===== src/rtl/exc_responder_pkg.sv =====
// Shared definitions for the storage-exception responder: FSM state encoding,
// cause codes, vector offsets, MSR bit indices (big-endian numbering) and helpers.
package exc_responder_pkg;

    typedef enum logic [2:0] {
        StIdle,
        StFlush,
        StSave,
        StRedir,
        StWait,
        StRfi
    } exc_state_e;

    // Encoded in priority order, oldest instruction first
    typedef enum logic [1:0] {
        CauseDsi = 2'd0,
        CauseSc  = 2'd1,
        CauseIsi = 2'd2,
        CauseExt = 2'd3
    } exc_cause_e;

    localparam logic [31:0] VEC_OFF_DSI = 32'h0000_0300;
    localparam logic [31:0] VEC_OFF_ISI = 32'h0000_0400;
    localparam logic [31:0] VEC_OFF_EXT = 32'h0000_0500;
    localparam logic [31:0] VEC_OFF_SC  = 32'h0000_0C00;

    // MSR bit indices in architectural (bit 0 = MSB) numbering
    localparam int unsigned MSR_EE = 16;
    localparam int unsigned MSR_PR = 17;
    localparam int unsigned MSR_IR = 26;
    localparam int unsigned MSR_DR = 27;

    localparam logic [31:0] DSISR_DSI   = 32'h0800_0000;
    localparam logic [31:0] DSISR_STORE = 32'h0200_0000;

    function automatic logic [31:0] vec_offset(input exc_cause_e cause);
        logic [31:0] off;
        off = VEC_OFF_EXT;
        unique case (cause)
            CauseDsi: off = VEC_OFF_DSI;
            CauseSc:  off = VEC_OFF_SC;
            CauseIsi: off = VEC_OFF_ISI;
            CauseExt: off = VEC_OFF_EXT;
        endcase
        return off;
    endfunction

    // Internal MSR storage is [31:0]; convert an architectural index to a vector position
    function automatic int unsigned msr_pos(input int unsigned idx);
        return 31 - idx;
    endfunction

    // On exception entry EE, PR, IR and DR are cleared, every other bit is kept
    function automatic logic [31:0] msr_on_entry(input logic [31:0] msr);
        logic [31:0] r;
        r = msr;
        r[msr_pos(MSR_EE)] = 1'b0;
        r[msr_pos(MSR_PR)] = 1'b0;
        r[msr_pos(MSR_IR)] = 1'b0;
        r[msr_pos(MSR_DR)] = 1'b0;
        return r;
    endfunction

endpackage


===== src/rtl/exc_prio_enc.sv =====
// Fixed-priority encoder for exception causes: dsi > sc_req > isi > ext.
module exc_prio_enc
    import exc_responder_pkg::*;
(
    input  logic       dsi,
    input  logic       sc_req,
    input  logic       isi,
    input  logic       ext,
    output logic       valid,
    output exc_cause_e cause
);

    // Pick the highest-priority pending cause
    always_comb begin
        valid = dsi | sc_req | isi | ext;
        cause = CauseExt;
        if (dsi) begin
            cause = CauseDsi;
        end else if (sc_req) begin
            cause = CauseSc;
        end else if (isi) begin
            cause = CauseIsi;
        end
    end

endmodule


===== src/rtl/exc_responder.sv =====
// Exception responder: services dsi/isi/syscall/external-interrupt requests and rfi,
// owning MSR, SRR0, SRR1 (and DAR/DSISR when EXC_DAR_EN is defined).
// Optional feature macro: EXC_DAR_EN (capture DAR/DSISR on DSI entry).
module exc_responder
    import exc_responder_pkg::*;
#(
    parameter logic [31:0] VEC_BASE = 32'h0000_0000,
    parameter logic [31:0] RST_MSR  = 32'h0000_0000
) (
    input  logic        clk,
    input  logic        rst_n,
    input  logic        dsi,
    input  logic        isi,
    input  logic        sc_req,
    input  logic        ext_int,
    input  logic        rfi_req,
    input  logic [31:0] mem_pc,
    input  logic [31:0] if_pc,
    input  logic [31:0] sc_pc,
    input  logic [31:0] ext_pc,
    input  logic [31:0] dsi_addr,
    input  logic        dsi_store,
    input  logic        mtmsr_we,
    input  logic [31:0] mtmsr_data,
    output logic        dsi_ack,
    output logic        isi_ack,
    output logic        sc_ack,
    output logic        flush,
    output logic        redirect,
    output logic [31:0] redirect_pc,
    output logic        busy,
    output logic [0:31] MSR,
    output logic [31:0] SRR0,
    output logic [31:0] SRR1,
    output logic [31:0] DAR,
    output logic [31:0] DSISR
);

    exc_state_e  state_q, state_d;
    exc_cause_e  cause_q;
    exc_cause_e  req_cause;
    logic        req_valid;
    logic [31:0] msr_q;
    logic [31:0] srr0_q, srr1_q;
    logic [31:0] save_pc;
    logic        in_idle;

    assign in_idle = (state_q == StIdle);

    exc_prio_enc u_prio (
        .dsi    (dsi),
        .sc_req (sc_req),
        .isi    (isi),
        .ext    (ext_int & msr_q[msr_pos(MSR_EE)]),
        .valid  (req_valid),
        .cause  (req_cause)
    );

    // State register
    always_ff @(posedge clk or negedge rst_n) begin
        if (!rst_n) begin
            state_q <= StIdle;
        end else begin
            state_q <= state_d;
        end
    end

    // Next-state: exceptions beat rfi in IDLE, entry sequence is fixed length
    always_comb begin
        state_d = state_q;
        unique case (state_q)
            StIdle: begin
                if (req_valid) begin
                    state_d = StFlush;
                end else if (rfi_req) begin
                    state_d = StRfi;
                end
            end
            StFlush: state_d = StSave;
            StSave:  state_d = StRedir;
            StRedir: state_d = StWait;
            StWait:  state_d = StIdle;
            StRfi:   state_d = StIdle;
            default: state_d = StIdle;
        endcase
    end

    // Outputs decoded from the current state
    always_comb begin
        flush       = (state_q == StFlush) || (state_q == StRfi);
        redirect    = (state_q == StRedir) || (state_q == StRfi);
        busy        = !in_idle;
        redirect_pc = 32'h0;
        if (state_q == StRedir) begin
            redirect_pc = VEC_BASE + vec_offset(cause_q);
        end else if (state_q == StRfi) begin
            redirect_pc = srr0_q;
        end
        dsi_ack = (state_q == StRedir) && (cause_q == CauseDsi);
        isi_ack = (state_q == StRedir) && (cause_q == CauseIsi);
        sc_ack  = (state_q == StRedir) && (cause_q == CauseSc);
    end

    // Cause is frozen in IDLE so a request dropping mid-entry still completes
    always_ff @(posedge clk or negedge rst_n) begin
        if (!rst_n) begin
            cause_q <= CauseDsi;
        end else if (in_idle && req_valid) begin
            cause_q <= req_cause;
        end
    end

    // Return address saved for each cause; syscall resumes after the sc instruction
    always_comb begin
        save_pc = ext_pc;
        unique case (cause_q)
            CauseDsi: save_pc = mem_pc;
            CauseSc:  save_pc = sc_pc + 32'd4;
            CauseIsi: save_pc = if_pc;
            CauseExt: save_pc = ext_pc;
        endcase
    end

    // MSR: entry masking, rfi restore, mtmsr only when IDLE is otherwise quiet
    always_ff @(posedge clk or negedge rst_n) begin
        if (!rst_n) begin
            msr_q <= RST_MSR;
        end else if (state_q == StSave) begin
            msr_q <= msr_on_entry(msr_q);
        end else if (state_q == StRfi) begin
            msr_q <= srr1_q;
        end else if (in_idle && !req_valid && !rfi_req && mtmsr_we) begin
            msr_q <= mtmsr_data;
        end
    end

    // SRR0/SRR1 capture on the SAVE edge
    always_ff @(posedge clk or negedge rst_n) begin
        if (!rst_n) begin
            srr0_q <= 32'h0;
            srr1_q <= 32'h0;
        end else if (state_q == StSave) begin
            srr0_q <= save_pc;
            srr1_q <= msr_q;
        end
    end

    assign MSR  = msr_q;
    assign SRR0 = srr0_q;
    assign SRR1 = srr1_q;

`ifdef EXC_DAR_EN
    logic [31:0] dar_q, dsisr_q;

    // Fault address/status captured only on DSI entry
    always_ff @(posedge clk or negedge rst_n) begin
        if (!rst_n) begin
            dar_q   <= 32'h0;
            dsisr_q <= 32'h0;
        end else if (state_q == StSave && cause_q == CauseDsi) begin
            dar_q   <= dsi_addr;
            dsisr_q <= DSISR_DSI | (dsi_store ? DSISR_STORE : 32'h0);
        end
    end

    assign DAR   = dar_q;
    assign DSISR = dsisr_q;
`else
    logic unused_dar;

    assign unused_dar = ^{dsi_addr, dsi_store};
    assign DAR        = 32'h0;
    assign DSISR      = 32'h0;
`endif

endmodule

===== config.mk =====
export PLATFORM = sky130hd
export DESIGN_NAME = exc_responder
export DESIGN_NICKNAME = d
export VERILOG_FILES = /design/src/rtl/exc_responder_pkg.sv /design/src/rtl/exc_prio_enc.sv /design/src/rtl/exc_responder.sv
export SDC_FILE = /design/constraint.sdc
export NUM_CORES = 1
export LEC_CHECK = 0
export CELL_PAD_IN_SITES_DETAIL_PLACEMENT = 2
export CELL_PAD_IN_SITES_GLOBAL_PLACEMENT = 2
export CORE_UTILIZATION = 19
export DETAILED_ROUTE_END_ITERATION = 6
export GPL_ROUTABILITY_DRIVEN = 0
export GPL_TIMING_DRIVEN = 0
export PLACE_DENSITY = 0.82
export REMOVE_ABC_BUFFERS = 1
export SETUP_SLACK_MARGIN = 0.1
export SYNTH_ARGS = -nofsm -noshare
export SYNTH_HDL_FRONTEND = slang
export SYNTH_HIERARCHICAL = 1
export SYNTH_SLANG_ARGS = --single-unit
export TNS_END_PERCENT = 1

===== constraint.sdc =====
create_clock -name clk -period 2.3 [get_ports clk]
set_clock_uncertainty 0.1 [all_clocks]
set_input_delay 0.345 -clock clk [delete_from_list [all_inputs] [get_ports clk]]
set_output_delay 0.345 -clock clk [all_outputs]
set_load 0.02 [all_outputs]

==> results.txt <==
* Average vias per placed instance: 4.65
- Setup total negative slack on the finished layout was measured at 0 ps.
- Cells after Synth: 778
* Design internal power: 0.00692 W
* Min cycle time layout: 2210 ps
* CP startpoint kind: flip-flop
* Clock tree from TritonCTS: done
- Launching element of the worst setup path: state_q[0]
- Hold_ws: 406 ps
- Crit share post-route: 96.1%
* Placed cell count: 1469
- Detailed placement ended at an HPWL of 20900 microns.
* Path class of the lowest-slack min-delay path: reg -> reg
- The critical path goes through buf_12 -> nor2_4 -> nand2_8 -> or3_1 -> o21ai_0 -> o22ai_1.
* EDFF count, synth: 0
* Post-detailed-routing wire length: 33900 microns
* H-tree levels: 3
- The die covers 34000 sq um.
* Switching share of power: 49.3%
- After filler insertion, the fill cell instance count of the layout stands at 3647.
- Ranking of synthesized cells by area: sky130_fd_sc_hd__dfrtp_1 40%, sky130_fd_sc_hd__nand2_1 11%, sky130_fd_sc_hd__buf_4 7.7%, sky130_fd_sc_hd__o21ai_0 3.5%, sky130_fd_sc_hd__and3_1 3.4%
* Deepest clock path buffer count: 2
- Global-route wire length before repair: 49000 microns
* Fraction of registers with async set or reset after synthesis: 100%
* Number of buffers added on ports: 301
* Share of total power in combinational logic: 63.1%
* Worst r2r dst: SRR0[26]
- Yosys Warn Count: 6
- In this run the critical register-to-register path is launched from state_q[0].
- For this run, design rule violations remaining after detail routing come to 0.
* Vias in the first global route: 7818
- Summed over all instances, the cell type with the most area after synthesis is sky130_fd_sc_hd__dfrtp_1.
* CTS buffer count: 9
- At the end of the flow, the number of nets in the layout was 1285.
* Number of storage elements in the synthesis netlist: 101
- Worst-case headroom to the max-slew limit: 51.9%
- VDD sags by at most 0.410 mV.
* Max_cap viols: 0
* Worst reg-to-reg path cell count: 6
* Clock slew at the register clock pins of the worst setup and hold paths: 80 ps
* Endpoint of the worst hold-timing path: SRR1[0]
* Total net switching power: 0.00672 W
- Total buffers and inverters traversed by the critical path: 1
- Ports placed on the boundary: 399
- Worst path required time: 2430 ps
- The number of antenna violations at the first check in global routing came to 2.
- Crit Path Max Fanout: 36
* Clock root buffer master: sky130_fd_sc_hd__clkbuf_16
* Detailed-router iteration count before antenna repair: 4
- Sequential cells account for 25.4% of the total power.
- Total routing resource utilization after global routing: 19.6%
- For the worst-skew pair, the clock arrives at the later sink with an insertion delay of 350 ps.
- The detail route stage leaves a number of antenna-violating nets equal to 0.
* Mean Syn Cell Area: 8.13 sq um
- Status: complete, no violations
- Dominant register cell in the synthesized netlist: sky130_fd_sc_hd__dfrtp_1
- Hold Path Stages: 2
- For this configuration, the core starts out at a cell density of 19.4%.
* Worst min-delay path startpoint: MSR[31]
- Worst Setup End Kind: flip-flop
- The floorplan step defined a core boundary enclosing 32600 sq um.
- The slowest stage of the critical path belongs to the cell sky130_fd_sc_hd__dfrtp_4.
- Data arrival, critical path: 2340 ps
* Fraction of the yosys area taken by sequential cells: 40.0%
* Iteration-0 DRC Markers: 216
- Setup repair after global routing could not meet its margin everywhere.
- Pwr Total: 0.0136 W
* Number of rows in the core area: 66
* Total via count in the routed design: 7100
- Max Clk Rate: 453 MHz
- The total overflow left after global routing is 0.
* Summed instance area of the synthesized netlist: 6320 sq um
* Static leakage: 4.34 nW
- Post-Layout Cell Count: 1527
- Yosys top cell area share: 40.0%
- Crit path max-delay family: simple AND/OR/NAND/NOR gates
- Power spread over the standard cell area amounts to 1330 nW/um^2.
- Cells with a size suffix above 1 make up 12.4% of the layout.
- In the final routed layout, each cell accounts on average for 22.2 microns.
- The critical path is of the reg -> reg type.
* Number of pins with negative max-slew slack in the final report: 0
* Share of total power in the clock network: 11.5%
- Count of final setup violators: 0
* Die width: 184 microns
- Clock Sink Count: 101
- The final count of hold timing violations was 0.
- Height of the die: 184 microns
* Layout-stage area growth over the synthesis result: 62.3%
* Pin count of the biggest net entering global routing: 57
- Delay contributed by the slowest stage of the critical path: 560 ps
* Internal reg-to-reg setup slack: 90 ps
* Number of distinct library cells after synthesis: 51
* Worst-Margin Slew: 718 ps
-- repair_timing --
item,4_1_cts,5_1_grt
pin swaps,17,3
endpoints found under the hold margin,45,0
gates resized for setup,178,3
buffers inserted,27,5
hold buffers,1,0
setup endpoints to repair,134,69
gates cloned,6,1
-- layer usage --
metal	vias to the layer above	GRT usage (%)	routed length, microns
met1	3589	22.8	14000
met3	32	3.77	1910
met2	289	36.6	17400
met4	0	4.70	613
li1	3190	-	-
met5	-	0	0
-- area by class of cell --
type	count	area, sq um	share of cell area [%]
flip-flops and latches	101	2540	24.7
well taps	442	553	5.39
repair buffers	336	3310	32.2
diodes	2	5.00	0.0488
repair inverters	1	7.51	0.0731
inverters	9	37.5	0.366
clock buffers	10	229	2.23
clock inverters	6	55.1	0.536
multi-input cells	620	3530	34.4
-- logic make-up (layout without fill, tap and decap cells) --
kind of cell / Yosys count / in the layout / synth area share (%)
xor+xnor: 23 / 23 / 3.19
compound gates: 167 / 168 / 17.1
fa+ha+maj: 6 / 6 / 1.19
buf+inv: 126 / 362 / 12.0
simple gates: 350 / 355 / 25.9
flops: 101 / 101 / 40.0
other cells: 1 / 66 / 0.0593
mux: 4 / 4 / 0.633
-- worst min-delay path: cells and delay by family, from the launching register on --
family | cells | cell delay, ps
flops | 1 | 370
simple gates | 2 | 110
-- cells in the final DEF (no fill, tap or decap), types with 5 or more instances in the layout --
cell                              netlist  final
sky130_fd_sc_hd__a21oi_1               27     26
sky130_fd_sc_hd__a221o_1               13     13
sky130_fd_sc_hd__a221oi_1              14     14
sky130_fd_sc_hd__a222oi_1               5      5
sky130_fd_sc_hd__a31oi_1               32     31
sky130_fd_sc_hd__and3_1                34     34
sky130_fd_sc_hd__buf_12                 0      6
sky130_fd_sc_hd__buf_2                 19     24
sky130_fd_sc_hd__buf_4                 65     22
sky130_fd_sc_hd__clkbuf_16              0      9
sky130_fd_sc_hd__clkdlybuf4s15_2        0      9
sky130_fd_sc_hd__clkdlybuf4s50_1        0    262
sky130_fd_sc_hd__conb_1                 1     64
sky130_fd_sc_hd__dfrtp_1              101     97
sky130_fd_sc_hd__inv_1                  9      6
sky130_fd_sc_hd__nand2_1              186    184
sky130_fd_sc_hd__nand3_1               17     16
sky130_fd_sc_hd__nand4_1               10     10
sky130_fd_sc_hd__nor2_1                51     50
sky130_fd_sc_hd__o21ai_0               44     38
sky130_fd_sc_hd__o21ai_1                4      8
sky130_fd_sc_hd__o22ai_1                9      9
sky130_fd_sc_hd__or3_1                 14     11
sky130_fd_sc_hd__xnor2_1                7      7
sky130_fd_sc_hd__xor2_1                16     14
-- flip-flops by register name, summed over array words and instances (netlist names) --
register  cells
SRR0         32
state_q       3
MSR          32
SRR1         32
cause_q       2
-- worst max path at each step --
stage,endpoint,cells after the start
2_1_floorplan,MSR[0],4
3_3_place_gp,SRR0[24],1
3_5_place_dp,redirect_pc[10],6
4_1_cts,SRR0[22],7
5_1_grt,MSR[29],8
6_report,SRR0[26],6
-- synthesized netlist by cell type (all sizes together) (9+ instances only) --
cell type and number:
nand4 10, o21ai 49, a21oi 29, a221o 13, clkbuf 29, a221oi 14, nand3 20, nand2 186
a31oi 32, buf 88, nor2 53, or3 14, xor2 16, dfrtp 101, o22ai 9, and3 34
inv 9
-- stage by stage --
stage               setup slack [ps]  instance area [sq um]  utilization (%)
floorplan                      -1170                   5840                -
global route                   -13.0                  10300             31.4
detailed placement             -1830                   9490             29.1
global placement               -3690                   9400             28.8
finish                          90.8                  10300             31.5
CTS                             7.93                  10200             31.2
-- power by group through the flow --
stage | combinational (W) | clock [W] | sequential [W]
floorplan | 0.00275 | 0 | 0.00426
global placement | 0.00702 | 0 | 0.00351
detailed placement | 0.00728 | 0 | 0.00360
CTS | 0.00860 | 0.00164 | 0.00347
global route | 0.00925 | 0.00170 | 0.00360
finish | 0.00861 | 0.00157 | 0.00346
Power figures use the tool's default switching activity.
